### config.mk
export PLATFORM = sky130hd
export DESIGN_NAME = debug_display_arbiter
export DESIGN_NICKNAME = d
export VERILOG_FILES = /design/src/rtl/debug_disp_pkg.sv /design/src/rtl/hex_to_7seg.sv /design/src/rtl/debug_display_arbiter.sv
export SDC_FILE = /design/constraint.sdc
export NUM_CORES = 1
export LEC_CHECK = 0
export CAP_MARGIN = 20
export CORE_AREA = 2 2 128 130
export DETAILED_ROUTE_END_ITERATION = 16
export DIE_AREA = 0 0 130 132
export HOLD_SLACK_MARGIN = 0.12
export PLACE_DENSITY = 0.54
export SETUP_SLACK_MARGIN = 0.1
export SLEW_MARGIN = 20
export SYNTH_ARGS = -nofsm -noshare
export SYNTH_HDL_FRONTEND = slang
export SYNTH_HIERARCHICAL = 1
export SYNTH_SLANG_ARGS = --single-unit
### constraint.sdc
create_clock -name clk -period 10.36 [get_ports clk]
set_clock_uncertainty 0.05 [all_clocks]
set_input_delay 2.59 -clock clk [delete_from_list [all_inputs] [get_ports clk]]
set_output_delay 2.59 -clock clk [all_outputs]
set_load 0.01 [all_outputs]
### src/rtl/debug_disp_pkg.sv
// ---------------------------------------------------------------------------
// debug_disp_pkg
// Shared types and constants for the debug display path.
//   dispState_t : arbiter state (IDLE = display blank, SHOW = one owner lit)
//   SEG_TABLE   : hex digit -> {a,b,c,d,e,f,g} segment pattern, active-high
//   GNDS_OFF    : all digit grounds released (display dark)
//   GNDS_FIRST  : digit 0 grounded, the first digit of every frame
// ---------------------------------------------------------------------------
package debug_disp_pkg;

  typedef enum logic {
    IDLE = 1'b0,
    SHOW = 1'b1
  } dispState_t;

  localparam logic [3:0] GNDS_OFF   = 4'b1111;
  localparam logic [3:0] GNDS_FIRST = 4'b1110;

  // Packed so it can be indexed by a 4-bit nibble; entry 15 is leftmost.
  localparam logic [15:0][6:0] SEG_TABLE = {
    7'h47,  // F
    7'h4F,  // E
    7'h3D,  // d
    7'h4E,  // C
    7'h1F,  // b
    7'h77,  // A
    7'h7B,  // 9
    7'h7F,  // 8
    7'h70,  // 7
    7'h5F,  // 6
    7'h5B,  // 5
    7'h33,  // 4
    7'h79,  // 3
    7'h6D,  // 2
    7'h30,  // 1
    7'h7E   // 0
  };

endpackage

### src/rtl/hex_to_7seg.sv
// ---------------------------------------------------------------------------
// hex_to_7seg
// Purely combinational hex digit to seven-segment decoder, shared with other
// debug outputs on the board.
//   i_nibble : 4-bit hex digit
//   o_seg    : segments {a,b,c,d,e,f,g}, active-high
// ---------------------------------------------------------------------------
module hex_to_7seg
  import debug_disp_pkg::*;
(
  input  logic [3:0] i_nibble,
  output logic [6:0] o_seg
);

  assign o_seg = SEG_TABLE[i_nibble];

endmodule

### src/rtl/debug_display_arbiter.sv
// ---------------------------------------------------------------------------
// debug_display_arbiter
// Shares the single 4-digit multiplexed 7-segment debug display between
// N_SRC debug requesters. Ownership is granted round-robin and held for at
// least HOLD_CYCLES; the owner's 16-bit word is latched once per scan frame
// so the four digits always come from the same sample.
//
// Ports
//   clk        : system clock
//   rst        : asynchronous active-high reset
//   req        : per-source display request, level-sensitive
//   src_data   : source k word at bits [16k+15:16k]
//   freeze     : stalls the hold counter (current owner kept, scan runs)
//   grant      : one-hot current owner, zero when idle (registered)
//   active_src : index of current / last owner (registered)
//   gnds       : digit grounds, active-low one-hot (registered)
//   display    : segments {a..g}, decode of the registered digit nibble
// ---------------------------------------------------------------------------
module debug_display_arbiter
  import debug_disp_pkg::*;
#(
  parameter int N_SRC       = 4,
  parameter int SCAN_DIV    = 50000,
  parameter int HOLD_CYCLES = 50_000_000
)
(
  input  logic                     clk,
  input  logic                     rst,
  input  logic [N_SRC-1:0]         req,
  input  logic [16*N_SRC-1:0]      src_data,
  input  logic                     freeze,
  output logic [N_SRC-1:0]         grant,
  output logic [$clog2(N_SRC)-1:0] active_src,
  output logic [3:0]               gnds,
  output logic [6:0]               display
);

  localparam int AW = $clog2(N_SRC);
  localparam int HW = $clog2(HOLD_CYCLES);
  localparam int SW = $clog2(SCAN_DIV);

  localparam logic [AW-1:0] LAST_SRC  = AW'(N_SRC - 1);
  localparam logic [HW-1:0] HOLD_LAST = HW'(HOLD_CYCLES - 1);
  localparam logic [SW-1:0] SCAN_LAST = SW'(SCAN_DIV - 1);

  dispState_t       r_state;
  dispState_t       w_nextState;

  logic [N_SRC-1:0] r_grant;
  logic [AW-1:0]    r_activeSrc;
  logic [HW-1:0]    r_holdCnt;
  logic [SW-1:0]    r_scanCnt;
  logic [1:0]       r_digitIdx;
  logic [3:0]       r_gnds;
  logic [15:0]      r_frame;
  logic             r_ownerDrop;

  logic [N_SRC-1:0] w_reqMasked;
  logic [AW-1:0]    w_winner;
  logic             w_found;
  logic             w_expire;
  logic             w_arbitrate;
  logic             w_switch;
  logic             w_regrant;
  logic             w_goIdle;
  logic [3:0]       w_nibble;
  logic [6:0]       w_seg;

  // Round-robin search. It starts one past the current owner and wraps back
  // to the owner itself, so a sole requester can be re-granted. When the
  // search was triggered by the owner dropping its request, the owner is
  // masked out so it cannot win on a request that re-appears in that cycle.
  always_comb begin
    logic [AW-1:0] idx;
    w_reqMasked = req;
    w_found     = 1'b0;
    w_winner    = r_activeSrc;
    idx         = '0;
    if (r_ownerDrop) begin
      w_reqMasked[r_activeSrc] = 1'b0;
    end
    for (int i = 1; i <= N_SRC; i++) begin
      idx = AW'((int'(r_activeSrc) + i) % N_SRC);
      if (!w_found && w_reqMasked[idx]) begin
        w_found  = 1'b1;
        w_winner = idx;
      end
    end
  end

  // Next-state logic. Arbitration runs every cycle while idle, and while
  // showing only at hold expiry or one cycle after the owner dropped req.
  // A single arbitration covers a simultaneous expiry and drop: the owner's
  // low request simply loses the search.
  always_comb begin
    w_nextState = r_state;
    w_switch    = 1'b0;
    w_regrant   = 1'b0;
    w_goIdle    = 1'b0;
    w_expire    = (r_state == SHOW) && !freeze && (r_holdCnt == HOLD_LAST);
    w_arbitrate = (r_state == IDLE) || w_expire ||
                  ((r_state == SHOW) && r_ownerDrop);
    if (w_arbitrate) begin
      if (w_found) begin
        w_nextState = SHOW;
        if ((r_state == IDLE) || (w_winner != r_activeSrc)) begin
          w_switch = 1'b1;
        end else begin
          w_regrant = 1'b1;
        end
      end else begin
        w_nextState = IDLE;
        w_goIdle    = 1'b1;
      end
    end
  end

  // State register.
  always_ff @(posedge clk or posedge rst) begin
    if (rst) begin
      r_state <= IDLE;
    end else begin
      r_state <= w_nextState;
    end
  end

  // Datapath: grant, hold counter, scan counter, digit rotation, frame latch.
  // A new owner restarts the frame at digit 0 with its word loaded at once.
  // Re-granting the same owner only reloads the hold counter so the scan and
  // the frame already on the display are not disturbed.
  always_ff @(posedge clk or posedge rst) begin
    if (rst) begin
      r_grant     <= '0;
      r_activeSrc <= LAST_SRC;
      r_holdCnt   <= '0;
      r_scanCnt   <= '0;
      r_digitIdx  <= 2'd0;
      r_gnds      <= GNDS_OFF;
      r_frame     <= 16'h0000;
      r_ownerDrop <= 1'b0;
    end else begin
      r_ownerDrop <= (r_state == SHOW) && !w_arbitrate && !req[r_activeSrc];
      if (w_switch) begin
        r_grant     <= N_SRC'(1) << w_winner;
        r_activeSrc <= w_winner;
        r_holdCnt   <= '0;
        r_scanCnt   <= '0;
        r_digitIdx  <= 2'd0;
        r_gnds      <= GNDS_FIRST;
        r_frame     <= src_data[{w_winner, 4'h0} +: 16];
      end else if (w_goIdle) begin
        r_grant    <= '0;
        r_holdCnt  <= '0;
        r_scanCnt  <= '0;
        r_digitIdx <= 2'd0;
        r_gnds     <= GNDS_OFF;
      end else if (r_state == SHOW) begin
        if (w_regrant) begin
          r_holdCnt <= '0;
        end else if (!freeze) begin
          r_holdCnt <= r_holdCnt + 1'b1;
        end
        if (r_scanCnt == SCAN_LAST) begin
          r_scanCnt  <= '0;
          r_digitIdx <= r_digitIdx + 2'd1;
          r_gnds     <= {r_gnds[2:0], r_gnds[3]};
          if (r_digitIdx == 2'd3) begin
            r_frame <= src_data[{r_activeSrc, 4'h0} +: 16];
          end
        end else begin
          r_scanCnt <= r_scanCnt + 1'b1;
        end
      end
    end
  end

  // The lit digit's nibble comes straight from registers, so display moves
  // in the same cycle as gnds. Blanked while idle.
  assign w_nibble = r_frame[{r_digitIdx, 2'b00} +: 4];

  hex_to_7seg u_hexToSeg (
    .i_nibble (w_nibble),
    .o_seg    (w_seg)
  );

  assign grant      = r_grant;
  assign active_src = r_activeSrc;
  assign gnds       = r_gnds;
  assign display    = (r_state == SHOW) ? w_seg : 7'h00;

endmodule

==> impl_metrics.tcl <==
set metrics [dict create \
    num_rows 46 \
    drive_gt1_frac 0.124 \
    layout_common_cells "clkdlybuf4s50_1, dfrtp_1, nor2_1, inv_1, and3_1" \
    drv_cap 0 \
    place_hpwl_um 8140 \
    wl_per_cell_um 13.9 \
    grt_pass1_wl_um 18400 \
    worst-path-max-fanout 18 \
    rsz0062_at_grt "no" \
    fmax_ghz 0.170 \
    drt_pass1_iterations 4 \
    cp.required_ns 10.50 \
    synth_cell_types 63 \
    cts_setup_buffers 0 \
    status "finished, final reports clean" \
    synth-warning-count 6 \
    r2r_slack_ns 6.22 \
    grt_pass1_vias 3794 \
    drtIter0Drc 175 \
    synth_nets 551 \
    setup_viol 0 \
    critPathArrivalTime_ns 6.03 \
    grt-ovfl-total 0 \
    power_leakage_nw 2.60 \
    vdd_drop_max_uv 155 \
    slew_headroom 0.365 \
    syn_to_final_growth_pct 30.2 \
    cts-root-buf "clkbuf_16" \
    clk_pin_slew_ns 0.06 \
    drt_wl_total_um 10700 \
    vias 3624 \
    synth-seq-cells 72 \
    slew_violations 0 \
    core_mm2 0.0157 \
    drc 0 \
    cts-htree-levels 3 \
    tritoncts "yes" \
    cts_sinks 72 \
    finalCritPeriodShare 0.569 \
    synth_edf_count 0 \
    grt_usage 0.132 \
    viasPerCell 4.73 \
    clock_latency_ns 0.33 \
    cts_resized 0 \
    fp.dieArea_mm2 0.0172 \
    worst_slew_pin_slew_ns 0.952 \
    clk_path_buf_depth 2 \
    syn_avg_cell_area_um2 9.94 \
    hold_path.class "flip-flop to flip-flop" \
    cts_hold_buf 0 \
    synth_cells 466 \
    hold_violations 0 \
    async_reset_ff_frac 1.00 \
    powerDensity_mw_per_mm2 253 \
    synthFlopType "dfrtp_1" \
    critical_path.endpoint_type "flip-flop" \
    cp-start-kind "input port" \
    finalPower_mw 1.52 \
    fp.dieW_um 130 \
    gp_congestion 0.855 \
    antenna_cells 0 \
    yosysSeqAreaShare 0.391 \
    crit_type "input port to flip-flop" \
    nets 630 \
    final_common_cell "clkdlybuf4s50_1" \
    die_h_um 132 \
    antenna_found_initial 0 \
    period_needed_ns 5.89 \
    cts_buffers 9 \
    synth_area_mm2 0.00463 \
    start_util 0.295 \
    grt_max_degree 73 \
    io-pin-count 88 \
    final_antenna_net_count 0 \
    tns_ns 0 \
    port_buffers 87 \
]
## metal layers
metal / routed length [µm] / up-vias / track usage
li1: - / 1833 / -
met1: 4990 / 1713 / 0.178
met2: 5210 / 69 / 0.213
met3: 361 / 9 / 0.0268
met4: 101 / 0 / 0.0376
met5: 0 / - / 0
## logic make-up (layout without fill, tap and decap cells)
logic type | Yosys count | count (layout) | share of synthesized area
mux | 35 | 35 | 0.0938
xor+xnor | 35 | 35 | 0.0662
buf+inv | 58 | 142 | 0.0594
flops | 72 | 72 | 0.391
simple gates | 175 | 175 | 0.194
fa+ha+maj | 14 | 14 | 0.0378
compound gates | 77 | 77 | 0.158
## critical path, stage by stage
cell,delay (ns)
clkdlybuf4s50_1,0.52
a21bo_2,0.27
mux2i_1,0.19
a21oi_1,0.09
o311ai_0,0.77
or3_1,0.47
and2_4,0.44
inv_6,0.13
a2111oi_0,0.46
a221oi_1,0.10
## sequential cells by signal, indices dropped and copies added (netlist names)
signal       cells
r_holdCnt       26
r_frame         16
r_scanCnt       16
gnds             4
grant            4
active_src       2
r_digitIdx       2
r_ownerDrop      1
r_state          1
## final cells by class
class | instances | area, µm²
Timing Repair Buffer | 91 | 921
Fill cell | 1536 | 9680
Sequential cell | 72 | 1810
Clock inverter | 6 | 108
Multi-Input combinational cell | 336 | 2560
Tap cell | 216 | 270
Clock buffer | 10 | 229
Inverter | 35 | 136
## final timing paths
path / startpoint / to / depth (start not counted)
worst max-delay path: req[2] / r_frame[13] / 10
worst min-delay path: r_scanCnt[0] / r_scanCnt[0] / 1
worst max register to register: active_src[0] / r_frame[13] / 11
worst min register to register: r_scanCnt[0] / r_scanCnt[0] / 1
max in group asynchronous: rst / r_frame[3] / 3
min in group asynchronous: rst / r_holdCnt[18] / 3
## where the power goes
part	total (mW)	leakage [nW]	switching [mW]	internal [mW]
sequential	0.399	0.920	0.0531	0.346
clock	0.346	0.162	0.112	0.234
combinational	0.780	1.52	0.418	0.362
## cells in the mapped netlist (5+ instances only)
cell       number  area, µm²
a221oi_1        7       61.3
xor2_1         23        201
xnor2_1        12        105
nand2b_1        5       31.3
inv_1          34        128
a2111oi_2      10        150
o21ai_0        10       50.1
nand4_1         9       56.3
nand3_1        17       85.1
and3_1         27        169
mux2i_1        25        250
dfstp_2         6        158
a221oi_2        9        135
buf_2           5       25.0
and2_1         10       62.6
clkbuf_1       12       45.0
mux4_2          5        113
nand2_1        21       78.8
or3_1           6       37.5
a2111oi_0       6       52.6
a21oi_1        11       55.1
ha_1           14        175
dfrtp_1        66       1650
nor2_1         58        218
## through the flow
step                      hold WS (ns)  worst slack [ns]  cell area (µm²)  cells  utilization
after global routing             0.448              4.01             6030    766        0.384
after CTS                        0.411              4.14             6000    765        0.382
after global placement           0.397              3.96             5670    749        0.361
after detailed placement         0.404              3.81             5670    749        0.361
after floorplan                  0.375              5.31             4630    466            -
final                            0.409              4.47             6030    766        0.384
(Power assumes the default switching activity.)
